===== src/rtl/beam_readout_ctrl.sv =====
// beam_readout_ctrl
//   Streams one beamformed frame out of the output signal RAM.
//   A start pulse latches base_addr/num_samples. The block then issues RAM reads
//   (sumout_address/sumouten), captures output_value RD_LAT cycles later into a
//   small skid FIFO, and presents the FIFO head on a valid/ready stream (m_*).
//   Reads are only issued when the FIFO is certain to have room for them, so
//   back-pressure never drops or repeats a sample.
// Ports
//   clk, rst              clock, asynchronous active-high reset
//   start                 1-cycle frame start (ignored unless idle)
//   base_addr             first RAM address of the frame
//   num_samples           frame length, 0..2**ADDR_W
//   sumout_address        RAM read address
//   sumouten              RAM read enable, high only on issuing cycles
//   output_value          RAM read data, valid RD_LAT cycles after issue
//   m_data/m_valid/m_last stream output (FIFO head), m_last on the final sample
//   m_ready               stream sink ready
//   busy                  high whenever a frame is in progress
//   done                  1-cycle pulse once the frame has fully left the block
module beam_readout_ctrl #(
  parameter int unsigned ADDR_W     = 11,
  parameter int unsigned DATA_W     = 12,
  parameter int unsigned RD_LAT     = 1,
  parameter int unsigned FIFO_DEPTH = 2
) (
  input  logic              clk,
  input  logic              rst,
  input  logic              start,
  input  logic [ADDR_W-1:0] base_addr,
  input  logic [ADDR_W:0]   num_samples,
  output logic [ADDR_W-1:0] sumout_address,
  output logic              sumouten,
  input  logic [DATA_W-1:0] output_value,
  output logic [DATA_W-1:0] m_data,
  output logic              m_valid,
  input  logic              m_ready,
  output logic              m_last,
  output logic              busy,
  output logic              done
);

  localparam int unsigned PTR_W = (FIFO_DEPTH > 1) ? $clog2(FIFO_DEPTH) : 1;
  localparam int unsigned CNT_W = $clog2(FIFO_DEPTH + 1);
  localparam int unsigned INF_W = $clog2(RD_LAT + 1);
  localparam int unsigned OCC_W = $clog2(FIFO_DEPTH + RD_LAT + 2);

  localparam logic [1:0] S_IDLE  = 2'd0;
  localparam logic [1:0] S_ISSUE = 2'd1;
  localparam logic [1:0] S_DRAIN = 2'd2;
  localparam logic [1:0] S_FIN   = 2'd3;

  logic [1:0]        r_state;
  logic [1:0]        w_state_nxt;
  logic [ADDR_W-1:0] r_base;
  logic [ADDR_W:0]   r_num;
  logic [ADDR_W:0]   r_issued;
  logic [ADDR_W:0]   w_issued_nxt;

  // Issue tracking: one bit per RAM latency stage, plus the frame-end marker.
  logic [RD_LAT-1:0] r_dl;
  logic [RD_LAT-1:0] r_dl_last;

  logic [DATA_W-1:0] r_mem      [FIFO_DEPTH];
  logic              r_mem_last [FIFO_DEPTH];
  logic [PTR_W-1:0]  r_wptr;
  logic [PTR_W-1:0]  r_rptr;
  logic [CNT_W-1:0]  r_count;

  logic              w_push;
  logic              w_pop;
  logic              w_issue;
  logic              w_final;
  logic              w_drained;
  logic [INF_W-1:0]  w_inflight;
  logic [OCC_W-1:0]  w_occ;
  logic [OCC_W-1:0]  w_cap;

  function automatic logic [PTR_W-1:0] f_ptr_inc(input logic [PTR_W-1:0] p);
    return (p == PTR_W'(FIFO_DEPTH - 1)) ? '0 : p + PTR_W'(1);
  endfunction

  always_comb begin
    w_inflight = '0;
    for (int i = 0; i < RD_LAT; i++) begin
      w_inflight = w_inflight + INF_W'(r_dl[i]);
    end
  end

  assign w_push = r_dl[RD_LAT-1];
  assign w_pop  = m_valid && m_ready;

  // Reserve a FIFO slot for every outstanding read. A slot freed by a pop in
  // this same cycle is usable now, which keeps the stream at one sample per
  // cycle with only RD_LAT+1 entries.
  assign w_occ   = OCC_W'(r_count) + OCC_W'(w_inflight);
  assign w_cap   = OCC_W'(FIFO_DEPTH) + OCC_W'(w_pop);
  assign w_issue = (r_state == S_ISSUE) && (w_occ < w_cap);

  assign w_issued_nxt = r_issued + (ADDR_W + 1)'(1);
  assign w_final      = w_issue && (w_issued_nxt == r_num);

  // Frame is finished once nothing is in flight and the FIFO empties this cycle.
  assign w_drained = (w_inflight == '0) &&
                     ((r_count == '0) || ((r_count == CNT_W'(1)) && w_pop));

  always_comb begin
    w_state_nxt = r_state;
    case (r_state)
      // An empty frame passes through DRAIN, which exits at once, so done
      // lands two cycles after start.
      S_IDLE:  if (start) w_state_nxt = (num_samples == '0) ? S_DRAIN : S_ISSUE;
      S_ISSUE: if (w_final) w_state_nxt = S_DRAIN;
      S_DRAIN: if (w_drained) w_state_nxt = S_FIN;
      S_FIN:   w_state_nxt = S_IDLE;
      default: w_state_nxt = S_IDLE;
    endcase
  end

  always_ff @(posedge clk or posedge rst) begin
    if (rst) begin
      r_state <= S_IDLE;
    end else begin
      r_state <= w_state_nxt;
    end
  end

  always_ff @(posedge clk or posedge rst) begin
    if (rst) begin
      r_base   <= '0;
      r_num    <= '0;
      r_issued <= '0;
    end else if ((r_state == S_IDLE) && start) begin
      r_base   <= base_addr;
      r_num    <= num_samples;
      r_issued <= '0;
    end else if (w_issue) begin
      r_issued <= w_issued_nxt;
    end
  end

  always_ff @(posedge clk or posedge rst) begin
    if (rst) begin
      r_dl      <= '0;
      r_dl_last <= '0;
    end else begin
      r_dl[0]      <= w_issue;
      r_dl_last[0] <= w_final;
      for (int i = 1; i < RD_LAT; i++) begin
        r_dl[i]      <= r_dl[i-1];
        r_dl_last[i] <= r_dl_last[i-1];
      end
    end
  end

  always_ff @(posedge clk or posedge rst) begin
    if (rst) begin
      for (int i = 0; i < FIFO_DEPTH; i++) begin
        r_mem[i]      <= '0;
        r_mem_last[i] <= 1'b0;
      end
      r_wptr  <= '0;
      r_rptr  <= '0;
      r_count <= '0;
    end else begin
      if (w_push) begin
        r_mem[r_wptr]      <= output_value;
        r_mem_last[r_wptr] <= r_dl_last[RD_LAT-1];
        r_wptr             <= f_ptr_inc(r_wptr);
      end
      if (w_pop) begin
        r_rptr <= f_ptr_inc(r_rptr);
      end
      if (w_push && !w_pop) begin
        r_count <= r_count + CNT_W'(1);
      end else if (!w_push && w_pop) begin
        r_count <= r_count - CNT_W'(1);
      end
    end
  end

  // Address arithmetic wraps modulo 2**ADDR_W by truncation.
  assign sumout_address = r_base + r_issued[ADDR_W-1:0];
  assign sumouten       = w_issue;

  assign m_valid = (r_count != '0);
  assign m_data  = r_mem[r_rptr];
  assign m_last  = m_valid && r_mem_last[r_rptr];

  assign busy = (r_state != S_IDLE);
  assign done = (r_state == S_FIN);

endmodule


===== config.mk =====
export PLATFORM = sky130hd
export DESIGN_NAME = beam_readout_ctrl
export DESIGN_NICKNAME = d
export VERILOG_FILES = /design/src/rtl/beam_readout_ctrl.sv
export SDC_FILE = /design/constraint.sdc
export NUM_CORES = 1
export LEC_CHECK = 0
export CAP_MARGIN = 20
export CORE_MARGIN = 2
export CORE_UTILIZATION = 40
export DETAILED_ROUTE_END_ITERATION = 7
export GPL_TIMING_DRIVEN = 0
export PLACE_DENSITY = 0.65
export SLEW_MARGIN = 25
export SYNTH_ARGS = -nofsm -noshare
export SYNTH_HDL_FRONTEND = slang
export SYNTH_SLANG_ARGS = --single-unit

===== constraint.sdc =====
create_clock -name clk -period 5.25 [get_ports clk]
set_input_delay 1.05 -clock clk [delete_from_list [all_inputs] [get_ports clk]]
set_output_delay 1.05 -clock clk [all_outputs]
set_load 0.02 [all_outputs]

==> results of run 1 <==
==> worst register-to-register path, delay by kind of cell (launching register included) <==
| family | cells | cell delay [ps] |
|---|---|---|
| buf+inv | 1 | 60 |
| fa+ha+maj | 1 | 230 |
| simple gates | 4 | 1070 |
| compound gates | 2 | 400 |
| mux | 1 | 300 |
| flops | 1 | 420 |
==> per-layer routing <==
| layer | GRT usage, % | up-vias | part of all wire, % |
|---|---|---|---|
| met5 | 0 | - | 0 |
| met3 | 3.488 | 7 | 3.4 |
| met2 | 27.48 | 54 | 48 |
| met1 | 21.04 | 1404 | 47 |
| li1 | - | 1457 | - |
| met4 | 6.564 | 0 | 1.7 |
==> stage by stage <==
step                      std cells  area, µm²
after floorplan                 386       3835
after global placement          581       4657
after detailed placement        582       4687
after CTS                       598       4910
after global routing            598       4910
final                           598       4910
==> worst max-delay path by stage <==
| stage | end | start | depth (start not counted) |
|---|---|---|---|
| after floorplan | sumout_address[9] | r_issued[1] | 8 |
| after global placement | sumouten | m_ready | 6 |
| after detailed placement | sumouten | m_ready | 6 |
| after CTS | sumout_address[9] | r_issued[1] | 9 |
| after global routing | sumout_address[10] | r_issued[0] | 11 |
| final | sumout_address[9] | r_issued[1] | 9 |
==> cells in the mapped netlist, types with 3 or more instances <==
| cell type | n |
|---|---|
| and3_1 | 4 |
| nand2_1 | 80 |
| dfrtp_1 | 69 |
| nand2b_1 | 3 |
| nand3_1 | 8 |
| xnor2_1 | 21 |
| nand4_1 | 5 |
| mux2_2 | 38 |
| ha_1 | 22 |
| o21ai_0 | 12 |
| nor3_1 | 6 |
| inv_1 | 16 |
| clkbuf_1 | 7 |
| xor2_1 | 18 |
| and2_1 | 3 |
| buf_1 | 3 |
| a21oi_1 | 6 |
| nor2_1 | 25 |
| nor4_1 | 6 |
==> cell families (layout without fill, tap and decap cells) <==
logic type / count (synthesis) / in the layout
DFF: 69 / 69
muxes: 41 / 41
AOI/OAI and AO/OA: 31 / 31
and+or+nand+nor: 155 / 155
adders and majority gates: 23 / 23
xor gates and xnor gates: 39 / 39
buffers and inverters: 28 / 111
==> final cells by class <==
type	instances	area, µm²	share of cell area, %
Multi-Input combinational cell	289	2002	40.77
Sequential cell	69	1727	35.17
Timing Repair Buffer	67	688.2	14.02
Tap cell	129	161.4	3.287
Clock buffer	9	123.9	2.523
Clock inverter	7	98.84	2.013
Inverter	17	66.31	1.351
Buffer	11	42.54	0.8665
==> flip-flops by register name, indices dropped and copies added (netlist names) <==
| signal | count |
|---|---|
| r_base | 11 |
| r_count | 2 |
| r_dl | 1 |
| r_dl_last | 1 |
| r_issued | 12 |
| r_mem | 24 |
| r_mem_last | 2 |
| r_num | 12 |
| r_rptr | 1 |
| r_state | 2 |
| r_wptr | 1 |
==> power by group through the flow <==
| stage | clock network, W | registers [W] | logic (W) |
|---|---|---|---|
| after floorplan | 0 | 0.000863 | 0.000952 |
| after global placement | 0 | 0.000895 | 0.00138 |
| after detailed placement | 0 | 0.000907 | 0.00141 |
| after CTS | 0.000499 | 0.000897 | 0.00141 |
| after global routing | 0.000524 | 0.000925 | 0.00153 |
| final | 0.000487 | 0.000896 | 0.00140 |
==> impl_metrics.tcl, run 1 <==
set metrics [dict create \
    status "completed" \
    cp-start-kind "flop" \
    cp_cell_sequence "ha_1, a21o_1, a21oi_1, nand2b_1, a21boi_0, o211ai_1, or4b_2, o211ai_1, clkdlybuf4s50_1" \
    cpMostUsedCell "o211ai_1" \
    maxCapViolations 0 \
    clkSinkCount 69 \
    hold_viol_final 0 \
    synth_ff_type "dfrtp_1" \
    ant_nets 0 \
    post-route-util_pct 52.88 \
    rrSetupSlack_ps 2670 \
    rr_worst_depth 9 \
    fin_total_pwr_w 0.002779 \
    yosys_warnings 0 \
    wl_per_cell_um 13.57 \
    switching_share_pct 38.15 \
    worst_slew_pin_slew_ps 596.1 \
    core_um2 9284 \
    die-area_um2 10390 \
    fin_ws_ps 793.3 \
    rows 35 \
    fmax_mhz 224.4 \
    ctsHoldBuffers 0 \
    fin_crit_sh_pct 84.89 \
    io_buffers 66 \
    grt-ovfl-total 0 \
    critPathBufInv 1 \
    critPathTopFamily "compound AO/OA/AOI/OAI gates" \
    cp_data_arrival_time_ps 3410 \
    holdPathEnd "r_base[0]" \
    synth.avg_cell_area_um2 9.935 \
    combinationalPowerShare_pct 50.2 \
    power_density_nw_per_um2 566.1 \
    postSynthCellCount 386 \
    routed_wl_um 8112 \
    max-slew-margin-rel_pct 60.26 \
    drt_iter0_markers 119 \
    synth_area_leaders "dfrtp_1 45%, mux2_2 11%, nand2_1 7.8%" \
    slowest_delay_ps 630 \
    synth_compound_area_share_pct 4.959 \
    cp_data_required_time_ps 4200 \
    worstReg2RegStart "r_count[0]" \
    timing.rr.end "r_state[1]" \
    antenna_found_initial 0 \
    grt_pass1_vias 2818 \
    synth-adder-area-share_pct 7.700 \
    drc_errors 0 \
    cts_resized 0 \
    synth_top_area_share_pct 45.02 \
    fin_setup_tns_ps 0 \
    min_path_cells 2 \
    p_int_w 0.001719 \
    grtUsageTotal_pct 16.50 \
    crit_fanout 7 \
    io_pins 67 \
    final_common_cell "nand2_1" \
    synth-simple-area-share_pct 18.56 \
    drt_first_pass_iters 4 \
    grt_pass1_wl_um 13210 \
    clkLatencyLatePin_ps 350 \
    via_per_inst 4.886 \
    final_net_count 526 \
    cts.reportedPaths.clkPinSlew_ps 80 \
    drive_gt1_share_pct 13.22 \
    synth_mux_area_share_pct 12.07 \
    crit_type "flop to primary output" \
    synth_xor_area_share_pct 8.907 \
    fillers 883 \
    end_kind "primary output" \
    p_sw_w 0.001060 \
    p_seq_share_pct 32.2 \
    numCtsBuffers 9 \
    drv_slew 0 \
    seq_area_frac_synth_pct 45.02 \
    cts_setup_buffers 0 \
    async_flop_share_pct 100.0 \
    cts_max_level 3 \
    preCtsSetupSlack_ps 1071 \
    hold_slack_ps 485.0 \
    period_needed_ps 4457 \
    clockBufferDepth 2 \
    final_cell_mix "80 x nand2_1, 69 x dfrtp_1, 66 x clkdlybuf4s50_1, 38 x mux2_2, 25 x nor2_1" \
    hold_path.class "flop to flop" \
    setup_violations 0 \
    synth_edf_count 0 \
    synth_top_family_by_area "simple AND/OR/NAND/NOR gates" \
    die_h_um 101.9 \
    rsz0062_at_grt "false" \
    place_congestion 0.8261 \
    syn_nets 448 \
    grt_max_degree 57 \
    fp.dieW_um 101.9 \
    syn_to_final_growth_pct 28.03 \
    ys_ff_latch 69 \
    clock-skew-final_ps 10.22 \
    synth.distinct_cells 42 \
    pwr-share-clk_pct 17.5 \
    cp_slowest_cell "clkdlybuf4s50_1" \
    start_util_pct 41.31 \
    yosysTopAreaCell "dfrtp_1" \
    cts_tree "yes" \
    hpwl_um 6043 \
    cts_root_buffer "clkbuf_8" \
    syn_area_um2 3835 \
    p_leak_nw 2.246 \
    ir_drop_mv 0.2246 \
    worstHoldStart "r_base[0]" \
    diodes 0 \
    vias 2922 \
]
Power figures use the tool's default switching activity.
==> run 2, diff against run 1 <==
- PLACE_DENSITY: 0.65 -> 0.68
- clock period: 5.25 -> 4.05 ns (I/O delays scaled with it)
==> run 2 against run 1 <==
Critical path depth is 1 higher. Global-route usage grew 0.35 points. Via count is 1.1% higher. Sequential share of layout area decreased by 0.055 points. Total power grew 29%. Sequential power is 29% higher. Count of clock-buffer cells in the layout unchanged. Clock power increased by 27%. Die area did not move. Largest power group unchanged.
==> impl_metrics.tcl, run 2 (synthesis gave the netlist of run 1 again) <==
set metrics [dict create \
    numCtsBuffers 9 \
    routed_wl_um 8224 \
    power_density_nw_per_um2 729.8 \
    fin_setup_tns_ps 0 \
    status "completed" \
    worstHoldStart "r_base[0]" \
    drt_first_pass_iters 4 \
    drc_errors 0 \
    setup_violations 0 \
    clock-skew-final_ps 8.084 \
    via_per_inst 4.933 \
    grt_pass1_vias 3024 \
    cts.reportedPaths.clkPinSlew_ps 80 \
    rr_worst_depth 9 \
    period_needed_ps 3853 \
    timing.rr.end "r_state[1]" \
    final_cell_mix "80 x nand2_1, 68 x dfrtp_1, 64 x clkdlybuf4s50_1, 38 x mux2_2, 25 x nor2_1" \
    min_path_cells 2 \
    rows 35 \
    ant_nets 0 \
    syn_to_final_growth_pct 28.32 \
    fin_ws_ps 196.5 \
    drv_slew 0 \
    antenna_found_initial 0 \
    p_int_w 0.002224 \
    crit_start "r_issued[0]" \
    hold_slack_ps 488.4 \
    switching_share_pct 38.08 \
    crit_type "flop to primary output" \
    largest_register "r_mem" \
    cp_data_required_time_ps 3240 \
    rrSetupSlack_ps 1450 \
    io_pins 67 \
    vias 2955 \
    p_seq_share_pct 32.3 \
    wl_per_cell_um 13.73 \
    fp.dieW_um 101.9 \
    worst_slew_pin_slew_ps 607.3 \
    combinationalPowerShare_pct 50.5 \
    top_regs "r_mem: 24 flops, r_issued: 12 flops, r_num: 12 flops" \
    ctsHoldBuffers 0 \
    final_net_count 527 \
    clkLatencyLatePin_ps 350 \
    hold_path.class "flop to flop" \
    cp_data_arrival_time_ps 3040 \
    cp-start-kind "flop" \
    start_util_pct 41.31 \
    die_h_um 101.9 \
    hold_viol_final 0 \
    clockBufferDepth 2 \
    drive_gt1_share_pct 13.83 \
    final_common_cell "nand2_1" \
    rsz0062_at_grt "false" \
    pwr-share-clk_pct 17.2 \
    cts_max_level 3 \
    io_buffers 66 \
    core_um2 9284 \
    p_sw_w 0.001368 \
    ir_drop_mv 0.3263 \
    holdPathEnd "r_base[0]" \
    preCtsSetupSlack_ps 173.1 \
    crit_fanout 7 \
    grt_max_degree 49 \
    grt-ovfl-total 0 \
    diodes 0 \
    fin_crit_sh_pct 95.15 \
    grtUsageTotal_pct 16.85 \
    clkSinkCount 69 \
    maxCapViolations 0 \
    p_leak_nw 2.254 \
    post-route-util_pct 53.01 \
    drt_iter0_markers 105 \
    hpwl_um 6254 \
    fmax_mhz 259.5 \
    die-area_um2 10390 \
    cts_root_buffer "clkbuf_8" \
    worstReg2RegStart "r_count[0]" \
    cts_tree "yes" \
    place_congestion 0.8191 \
    end_kind "primary output" \
    grt_pass1_wl_um 13720 \
    max-slew-margin-rel_pct 59.51 \
    largest_reg_flops 24 \
]
run 2: cell count changes in the layout (fill, tap and decap cells not counted), sizes merged:
cell and change:
buf +1, clkdlybuf4s15 +1, clkdlybuf4s50 -2, dlygate4sd2 +1
run 2: per-layer routing:
layer,part of all wire (%),track usage (%)
met5,0,0
met4,1.9,6.154
met2,50,29.15
met3,4.0,3.694
met1,44,20.71
run 2: worst max path at each step:
stage | to | slack (ps)
after floorplan | sumout_address[9] | 900
after global placement | sumout_address[9] | 190
after detailed placement | sumout_address[9] | 170
after CTS | sumout_address[8] | 90
after global routing | sumout_address[9] | 6
final | sumout_address[8] | 200
run 2: area by class of cell:
class / count / area, µm²
Tap cell: 129 / 161.4
Fill cell: 886 / 4363
Clock inverter: 7 / 98.84
Sequential cell: 69 / 1728
Clock buffer: 9 / 123.9
Timing Repair Buffer: 68 / 694.4
Multi-Input combinational cell: 289 / 2006
Buffer: 11 / 42.54
Inverter: 17 / 66.31
run 2: stage by stage:
| stage | total power (W) | cell area [µm²] | cells |
|---|---|---|---|
| after floorplan | 0.002353 | 3835 | 386 |
| after global placement | 0.002944 | 4657 | 581 |
| after detailed placement | 0.003005 | 4687 | 582 |
| after CTS | 0.003635 | 4920 | 599 |
| after global routing | 0.003860 | 4921 | 599 |
| final | 0.003591 | 4921 | 599 |
run 2: worst max-delay path, stage by stage (launching register included):
cell             delay (ps)
dfrtp_2                 450
ha_1                    200
inv_1                    50
fa_1                    400
nor2b_1                 130
o21ai_0                 120
a21boi_1                230
o21ai_1                 110
a21oi_2                 230
xor2_1                  160
clkdlybuf4s50_1         610
run 2: repair_timing:
item	CTS	global route
resized for setup	5	2
setup endpoints to repair	3	2
pin swaps	1	0
setup buffers	1	0
run 2: power groups by stage:
stage	clock network [W]	registers, W	logic (W)
2_1_floorplan	0	0.00112	0.00123
5_1_grt	0.000658	0.00120	0.00200
3_5_place_dp	0	0.00118	0.00183
3_3_place_gp	0	0.00116	0.00179
4_1_cts	0.000638	0.00116	0.00183
6_report	0.000618	0.00116	0.00181
